**src/rtl/loop_pkg.sv**
```systemverilog
// Shared types for the loop sequencer: frame layout, FSM states and the
// per-frame step-size helper.
package loop_pkg;

  // Frame fields are stored at a fixed maximum width; the sequencer uses
  // only the low BITS / PC_BITS bits of each field.
  localparam int unsigned LOOP_MAX_BITS    = 32;
  localparam int unsigned LOOP_MAX_PC_BITS = 32;

  typedef struct packed {
    logic [LOOP_MAX_BITS-1:0]    remaining;
    logic [LOOP_MAX_BITS-1:0]    iteration;
    logic [LOOP_MAX_PC_BITS-1:0] start_pc;
    logic                        independent;
  } loop_frame_t;

  typedef enum logic [1:0] {
    ST_EMPTY  = 2'd0,
    ST_ACTIVE = 2'd1,
    ST_FULL   = 2'd2,
    ST_ERROR  = 2'd3
  } loop_state_t;

  // Iterations consumed by one trip of a frame: a whole superscalar group
  // for independent loops, a single iteration otherwise.
  function automatic logic [LOOP_MAX_BITS-1:0] step_size(
    input logic        independent,
    input int unsigned log_width
  );
    if (independent) begin
      step_size = 32'd1 << log_width;
    end else begin
      step_size = 32'd1;
    end
  endfunction

endpackage

```
**src/rtl/loop_frame_stack.sv**
```systemverilog
// LIFO of loop frames with push, pop and in-place update of the top frame.
// Also exposes the frame just below the top so the sequencer can report the
// parent's iteration in the same cycle a frame is popped.
module loop_frame_stack
  import loop_pkg::*;
#(
  parameter int DEPTH = 4,
  localparam int CW = $clog2(DEPTH + 1),
  localparam int IW = (DEPTH > 1) ? $clog2(DEPTH) : 1
) (
  input  logic          clk,
  input  logic          reset,
  input  logic          i_push,
  input  loop_frame_t   i_push_frame,
  input  logic          i_pop,
  input  logic          i_update,
  input  loop_frame_t   i_update_frame,
  output loop_frame_t   o_top_frame,
  output loop_frame_t   o_below_frame,
  output logic [CW-1:0] o_count
);

  localparam logic [CW-1:0] FULL_COUNT = CW'(DEPTH);

  loop_frame_t   r_frames [DEPTH];
  logic [CW-1:0] r_count;
  logic [IW-1:0] w_push_idx;
  logic [IW-1:0] w_top_idx;
  logic [IW-1:0] w_below_idx;

  assign w_push_idx  = IW'(r_count);
  assign w_top_idx   = IW'(r_count - CW'(1));
  assign w_below_idx = IW'(r_count - CW'(2));
  assign o_count     = r_count;

  // Frame storage and occupancy; push, pop and update are mutually exclusive.
  always_ff @(posedge clk) begin
    if (reset) begin
      r_count <= '0;
      for (int i = 0; i < DEPTH; i++) begin
        r_frames[i] <= '0;
      end
    end else if (i_push && (r_count < FULL_COUNT)) begin
      r_frames[w_push_idx] <= i_push_frame;
      r_count              <= r_count + CW'(1);
    end else if (i_pop && (r_count != '0)) begin
      r_count <= r_count - CW'(1);
    end else if (i_update && (r_count != '0)) begin
      r_frames[w_top_idx] <= i_update_frame;
    end
  end

  // Read the top frame and its parent; empty slots read as all zeros.
  always_comb begin
    o_top_frame   = '0;
    o_below_frame = '0;
    if (r_count != '0) begin
      o_top_frame = r_frames[w_top_idx];
    end else begin
      o_top_frame = '0;
    end
    if (r_count > CW'(1)) begin
      o_below_frame = r_frames[w_below_idx];
    end else begin
      o_below_frame = '0;
    end
  end

endmodule

```
**src/rtl/loop_sequencer.sv**
```systemverilog
// Hardware loop sequencer: tracks nested start_loop/end_loop instructions,
// issues branch-back requests and retirement pulses, and latches protocol
// violations into a sticky ERROR state.
module loop_sequencer
  import loop_pkg::*;
#(
  parameter int BITS                  = 18,
  parameter int SUPERSCALAR_LOG_WIDTH = 2,
  parameter int DEPTH                 = 4,
  parameter int PC_BITS               = 16
) (
  input  logic                       clk,
  input  logic                       reset,
  input  logic                       start_valid,
  input  logic [BITS-1:0]            start_count,
  input  logic                       start_independent,
  input  logic [PC_BITS-1:0]         start_pc,
  input  logic                       end_valid,
  output logic                       jump_valid,
  output logic [PC_BITS-1:0]         jump_pc,
  output logic                       loop_done,
  output logic [BITS-1:0]            current_iteration,
  output logic [$clog2(DEPTH+1)-1:0] depth,
  output logic                       error
);

  localparam int DW = $clog2(DEPTH + 1);
  localparam logic [DW-1:0] FULL_COUNT = DW'(DEPTH);

  loop_state_t  r_state;
  loop_state_t  w_state_next;

  loop_frame_t  w_top;
  loop_frame_t  w_below;
  loop_frame_t  w_push_frame;
  loop_frame_t  w_update_frame;
  logic [DW-1:0] w_count;
  logic [DW-1:0] w_count_next;

  logic [LOOP_MAX_BITS-1:0] w_step_full;
  logic [BITS-1:0] w_step;
  logic [BITS-1:0] w_top_remaining;
  logic [BITS-1:0] w_top_iteration;
  logic [BITS-1:0] w_rem_after;
  logic [BITS-1:0] w_iter_after;
  logic [BITS-1:0] w_iter_next;

  logic w_push;
  logic w_pop;
  logic w_update;
  logic w_violation;
  logic w_jump;
  logic w_done;

  logic                r_jump_valid;
  logic [PC_BITS-1:0]  r_jump_pc;
  logic                r_loop_done;
  logic [BITS-1:0]     r_current_iteration;
  logic                r_error;

  loop_frame_stack #(
    .DEPTH(DEPTH)
  ) u_stack (
    .clk           (clk),
    .reset         (reset),
    .i_push        (w_push),
    .i_push_frame  (w_push_frame),
    .i_pop         (w_pop),
    .i_update      (w_update),
    .i_update_frame(w_update_frame),
    .o_top_frame   (w_top),
    .o_below_frame (w_below),
    .o_count       (w_count)
  );

  assign w_step_full     = step_size(w_top.independent, SUPERSCALAR_LOG_WIDTH);
  assign w_step          = w_step_full[BITS-1:0];
  assign w_top_remaining = w_top.remaining[BITS-1:0];
  assign w_top_iteration = w_top.iteration[BITS-1:0];
  // Only used when remaining > step, so the subtraction cannot underflow.
  assign w_rem_after     = w_top_remaining - w_step;
  assign w_iter_after    = w_top_iteration + w_step;

  // State register.
  always_ff @(posedge clk) begin
    if (reset) begin
      r_state <= ST_EMPTY;
    end else begin
      r_state <= w_state_next;
    end
  end

  // Decode the issued instruction into a stack operation and next state.
  always_comb begin
    w_push         = 1'b0;
    w_pop          = 1'b0;
    w_update       = 1'b0;
    w_violation    = 1'b0;
    w_jump         = 1'b0;
    w_done         = 1'b0;
    w_push_frame   = '0;
    w_update_frame = w_top;
    w_count_next   = w_count;
    w_iter_next    = r_current_iteration;
    w_state_next   = r_state;

    if (r_state != ST_ERROR) begin
      if (start_valid && end_valid) begin
        w_violation = 1'b1;
      end else if (start_valid) begin
        if (w_count == FULL_COUNT) begin
          w_violation = 1'b1;
        end else begin
          w_push                   = 1'b1;
          w_push_frame.remaining   = (start_count == '0) ? 32'd1 : 32'(start_count);
          w_push_frame.iteration   = 32'd0;
          w_push_frame.start_pc    = 32'(start_pc);
          w_push_frame.independent = start_independent;
          w_count_next             = w_count + DW'(1);
          w_iter_next              = '0;
        end
      end else if (end_valid) begin
        if (w_count == '0) begin
          w_violation = 1'b1;
        end else if (w_top_remaining > w_step) begin
          w_update                 = 1'b1;
          w_jump                   = 1'b1;
          w_update_frame.remaining = 32'(w_rem_after);
          w_update_frame.iteration = 32'(w_iter_after);
          w_iter_next              = w_iter_after;
        end else begin
          w_pop        = 1'b1;
          w_done       = 1'b1;
          w_count_next = w_count - DW'(1);
          w_iter_next  = w_below.iteration[BITS-1:0];
        end
      end else begin
        w_count_next = w_count;
      end
    end else begin
      w_count_next = w_count;
    end

    if (w_violation || (r_state == ST_ERROR)) begin
      w_state_next = ST_ERROR;
    end else if (w_count_next == '0) begin
      w_state_next = ST_EMPTY;
    end else if (w_count_next == FULL_COUNT) begin
      w_state_next = ST_FULL;
    end else begin
      w_state_next = ST_ACTIVE;
    end
  end

  // Registered outputs; pulses last exactly one cycle, jump_pc is zero
  // whenever no jump is being ordered.
  always_ff @(posedge clk) begin
    if (reset) begin
      r_jump_valid        <= 1'b0;
      r_jump_pc           <= '0;
      r_loop_done         <= 1'b0;
      r_current_iteration <= '0;
      r_error             <= 1'b0;
    end else begin
      r_jump_valid        <= w_jump;
      r_jump_pc           <= w_jump ? w_top.start_pc[PC_BITS-1:0] : '0;
      r_loop_done         <= w_done;
      r_current_iteration <= w_iter_next;
      r_error             <= (w_state_next == ST_ERROR);
    end
  end

  assign jump_valid        = r_jump_valid;
  assign jump_pc           = r_jump_pc;
  assign loop_done         = r_loop_done;
  assign current_iteration = r_current_iteration;
  assign depth             = w_count;
  assign error             = r_error;

endmodule

```
**config.mk**
```make
export PLATFORM = sky130hd
export DESIGN_NAME = loop_sequencer
export DESIGN_NICKNAME = d
export VERILOG_FILES = /design/src/rtl/loop_pkg.sv /design/src/rtl/loop_frame_stack.sv /design/src/rtl/loop_sequencer.sv
export SDC_FILE = /design/constraint.sdc
export NUM_CORES = 1
export LEC_CHECK = 0
export CAP_MARGIN = 20
export CORE_MARGIN = 2
export CORE_UTILIZATION = 35
export DETAILED_ROUTE_END_ITERATION = 7
export SYNTH_ARGS = -nofsm -noshare
export SYNTH_HDL_FRONTEND = slang
export SYNTH_SLANG_ARGS = --single-unit
```
**constraint.sdc**
```tcl
create_clock -name clk -period 12.9 [get_ports clk]
set_input_delay 1.935 -clock clk [delete_from_list [all_inputs] [get_ports clk]]
set_output_delay 1.935 -clock clk [all_outputs]
set_load 0.05 [all_outputs]
```
==> flow_summary.json <==
{
  "tritoncts": "yes",
  "yosysTopAreaCellShare_pct": 51.2,
  "period_minus_slack_ns": 6.83,
  "post_cts_buffers": 0,
  "worstPathMaxFanout": 41,
  "rsz0062_at_grt": "no",
  "synthAdderAreaFrac_pct": 1.01,
  "reg2reg_depth": 11,
  "clock_latency_ns": 0.54,
  "die_w_um": 192,
  "crit_path_end": "u_stack.r_frames[3][72]",
  "fin_util_pct": 41.5,
  "io_buffers": 78,
  "path_class": "register to register",
  "synth-simple-area-share_pct": 13.6,
  "place_hpwl_um": 19600,
  "hold_violations": 0,
  "grt_pass1_wl_um": 49300,
  "grt_max_degree": 54,
  "avgSynthCellArea_um2": 12.5,
  "synth_xor_area_share_pct": 1.83,
  "htreeDepth": 1,
  "synth_compound_gate_area_share_pct": 8.23,
  "ys_async_sr_fraction_pct": 0,
  "die_area_um2": 37000,
  "grt-ovfl-total": 0,
  "grt_antenna_before_repair": 0,
  "postSynthCellCount": 991,
  "cts.hold.buffers_added": 0,
  "multi_input_area_um2": 4730,
  "initial_core_util_pct": 35.2,
  "synthDistinctLibCells": 65,
  "antenna_cells": 0,
  "ys_seq_area_share_pct": 58.0,
  "synth_nets": 1040,
  "reg2reg_setup_slack_ns": 6.07,
  "num_rows": 69,
  "drive_above_1_share_pct": 16.4,
  "io_pins": 79,
  "routed_wl_um": 31600,
  "cts_root_buf": "clkbuf_16",
  "max-clock-path-buffers": 3,
  "area_growth_pct": 17.9,
  "netlist_top_cells_count": "edfxtp_1 (212), nor2_1 (176), mux4_2 (71), nand2_1 (61), inv_1 (55)",
  "worstSetupStartpoint": "u_stack.o_count[0]",
  "fin_crit_sh_pct": 52.9,
  "crit_path_start_kind": "register",
  "register_area_um2": 7210,
  "cts_buffers": 28,
  "fin_hold_ws_ns": 0.448,
  "core_um2": 35300,
  "timing.rr.start": "u_stack.o_count[0]",
  "end_kind": "register",
  "yosysWarnings": 0,
  "final.fill_count": 3292,
  "tightestPinTransition_ns": 1.09,
  "cellPowerDensity_nw_per_um2": 151,
  "synth_top_family_by_area": "simple AND/OR/NAND/NOR gates",
  "fin_nets": 1102,
  "clkTransAtPathRegs_ns": 0.07,
  "setup_tns_ns": 0,
  "finalClockSkew_ns": 0.0114,
  "synthTopCellsByArea": "edfxtp_1 (51%), mux4_2 (13%), dfxtp_1 (6.8%), nor2_1 (5.3%), nand2_1 (1.8%)",
  "clock-sinks": 254,
  "final_antenna_net_count": 0,
  "setup_viol": 0,
  "syn_area_um2": 12400,
  "cts.repair.resized": 0,
  "peakVddDrop_v": 0.000110,
  "reg2reg_to": "u_stack.r_frames[3][72]",
  "first_pass_iters": 5,
  "timing.fmax_mhz": 146,
  "yosys_most_used_dff": "edfxtp_1",
  "drcViolationCount": 0,
  "p_leak_nw": 5.18,
  "synth_top_cell_by_area": "edfxtp_1",
  "routed_via_density": 5.43,
  "synth-edff-count": 212,
  "drv_slew": 0,
  "wire_per_inst_um": 20.6,
  "grt_pass1_vias": 8444,
  "relSlewSlack_pct": 26.6,
  "status": "complete, no violations",
  "synth.most_common_cell": "edfxtp_1",
  "gp_congestion": 0.821,
  "hold_path_class": "register to register",
  "grt_use_total_pct": 17.5,
  "cap_viol_max_count": 0,
  "cp.arrival_ns": 7.00,
  "crit_required_ns": 13.08,
  "vias": 8334,
  "drtIter0Drc": 769,
  "muxShareOfSynthArea_pct": 13.2,
  "die_h_um": 192,
  "synth_seq_cells": 254
}
[placed cells by master (no fill, tap or decap), types with 22 or more instances in the layout]
master,n
nand2_1,58
inv_1,55
nor2_1,175
edfxtp_1,212
a21oi_1,29
nand3_1,22
mux4_2,71
and2_1,25
clkdlybuf4s50_1,78
dfxtp_1,41
o21ai_0,26
clkbuf_16,29
[power by group]
group | internal (mW) | leakage (nW) | switching, mW | total [mW]
clock | 0.533 | 0.489 | 0.331 | 0.864
sequential | 0.939 | 2.55 | 0.0192 | 0.958
combinational | 0.144 | 2.14 | 0.245 | 0.389
[stage by stage]
stage	power, mW	instance area [µm²]	cells	setup slack (ns)
finish	2.21	14700	1535	6.07
global route	2.29	14700	1535	5.59
CTS	2.22	14600	1534	6.01
detailed placement	1.36	13600	1483	6.03
global placement	1.35	13600	1483	6.11
floorplan	1.25	12400	991	5.36
[metal layers]
| metal | routed length [µm] | GRT usage [%] | share of wire [%] |
|---|---|---|---|
| met2 | 14500 | 27.7 | 46 |
| met5 | 0 | 0 | 0 |
| met4 | 798 | 4.67 | 2.5 |
| met3 | 2210 | 2.95 | 7.0 |
| met1 | 14100 | 24.9 | 45 |
[registers in the layout, summed over array words and instances (netlist names)]
signal / flops
r_state: 2
current_iteration: 18
u_stack.r_frames: 212
error: 1
u_stack.o_count: 3
jump_pc: 16
loop_done: 1
jump_valid: 1
[cells by family after synthesis]
kind of cell,Yosys count
AOI/OAI and AO/OA,140
DFF,254
xor gates and xnor gates,26
adders and majority gates,10
and+or+nand+nor,366
muxes,75
buffers and inverters,120
[final cells by class]
type / count / share of cell area, %
multi-input combinational: 617 / 32.3
inverter: 56 / 1.43
clock buffer: 31 / 5.07
tap: 461 / 3.94
sequential: 254 / 49.2
timing repair buffer: 96 / 6.33
clock inverter: 20 / 1.73
[how the worst min path moves through the flow]
stage                                from  slack, ns               endpoint  cells past startpoint
floorplan                      r_state[1]       0.56                  error                      2
global placement     current_iteration[6]       0.44   current_iteration[6]                      2
detailed placement  current_iteration[10]       0.45  current_iteration[10]                      2
CTS                 current_iteration[16]       0.45  current_iteration[16]                      2
global route         current_iteration[2]       0.46   current_iteration[2]                      2
finish               current_iteration[2]       0.45   current_iteration[2]                      2
[critical path, cell delays in order, from the launching register on]
cell and delay, ns:
dfxtp_4 0.58, inv_1 0.23, ha_2 0.75, buf_4 0.60
mux4_2 0.50, or4_1 0.71, o31a_4 0.45, o21ai_4 0.51
inv_2 0.53, a21oi_2 0.36, and2_2 0.59, buf_4 0.55
(Power assumes the default switching activity.)
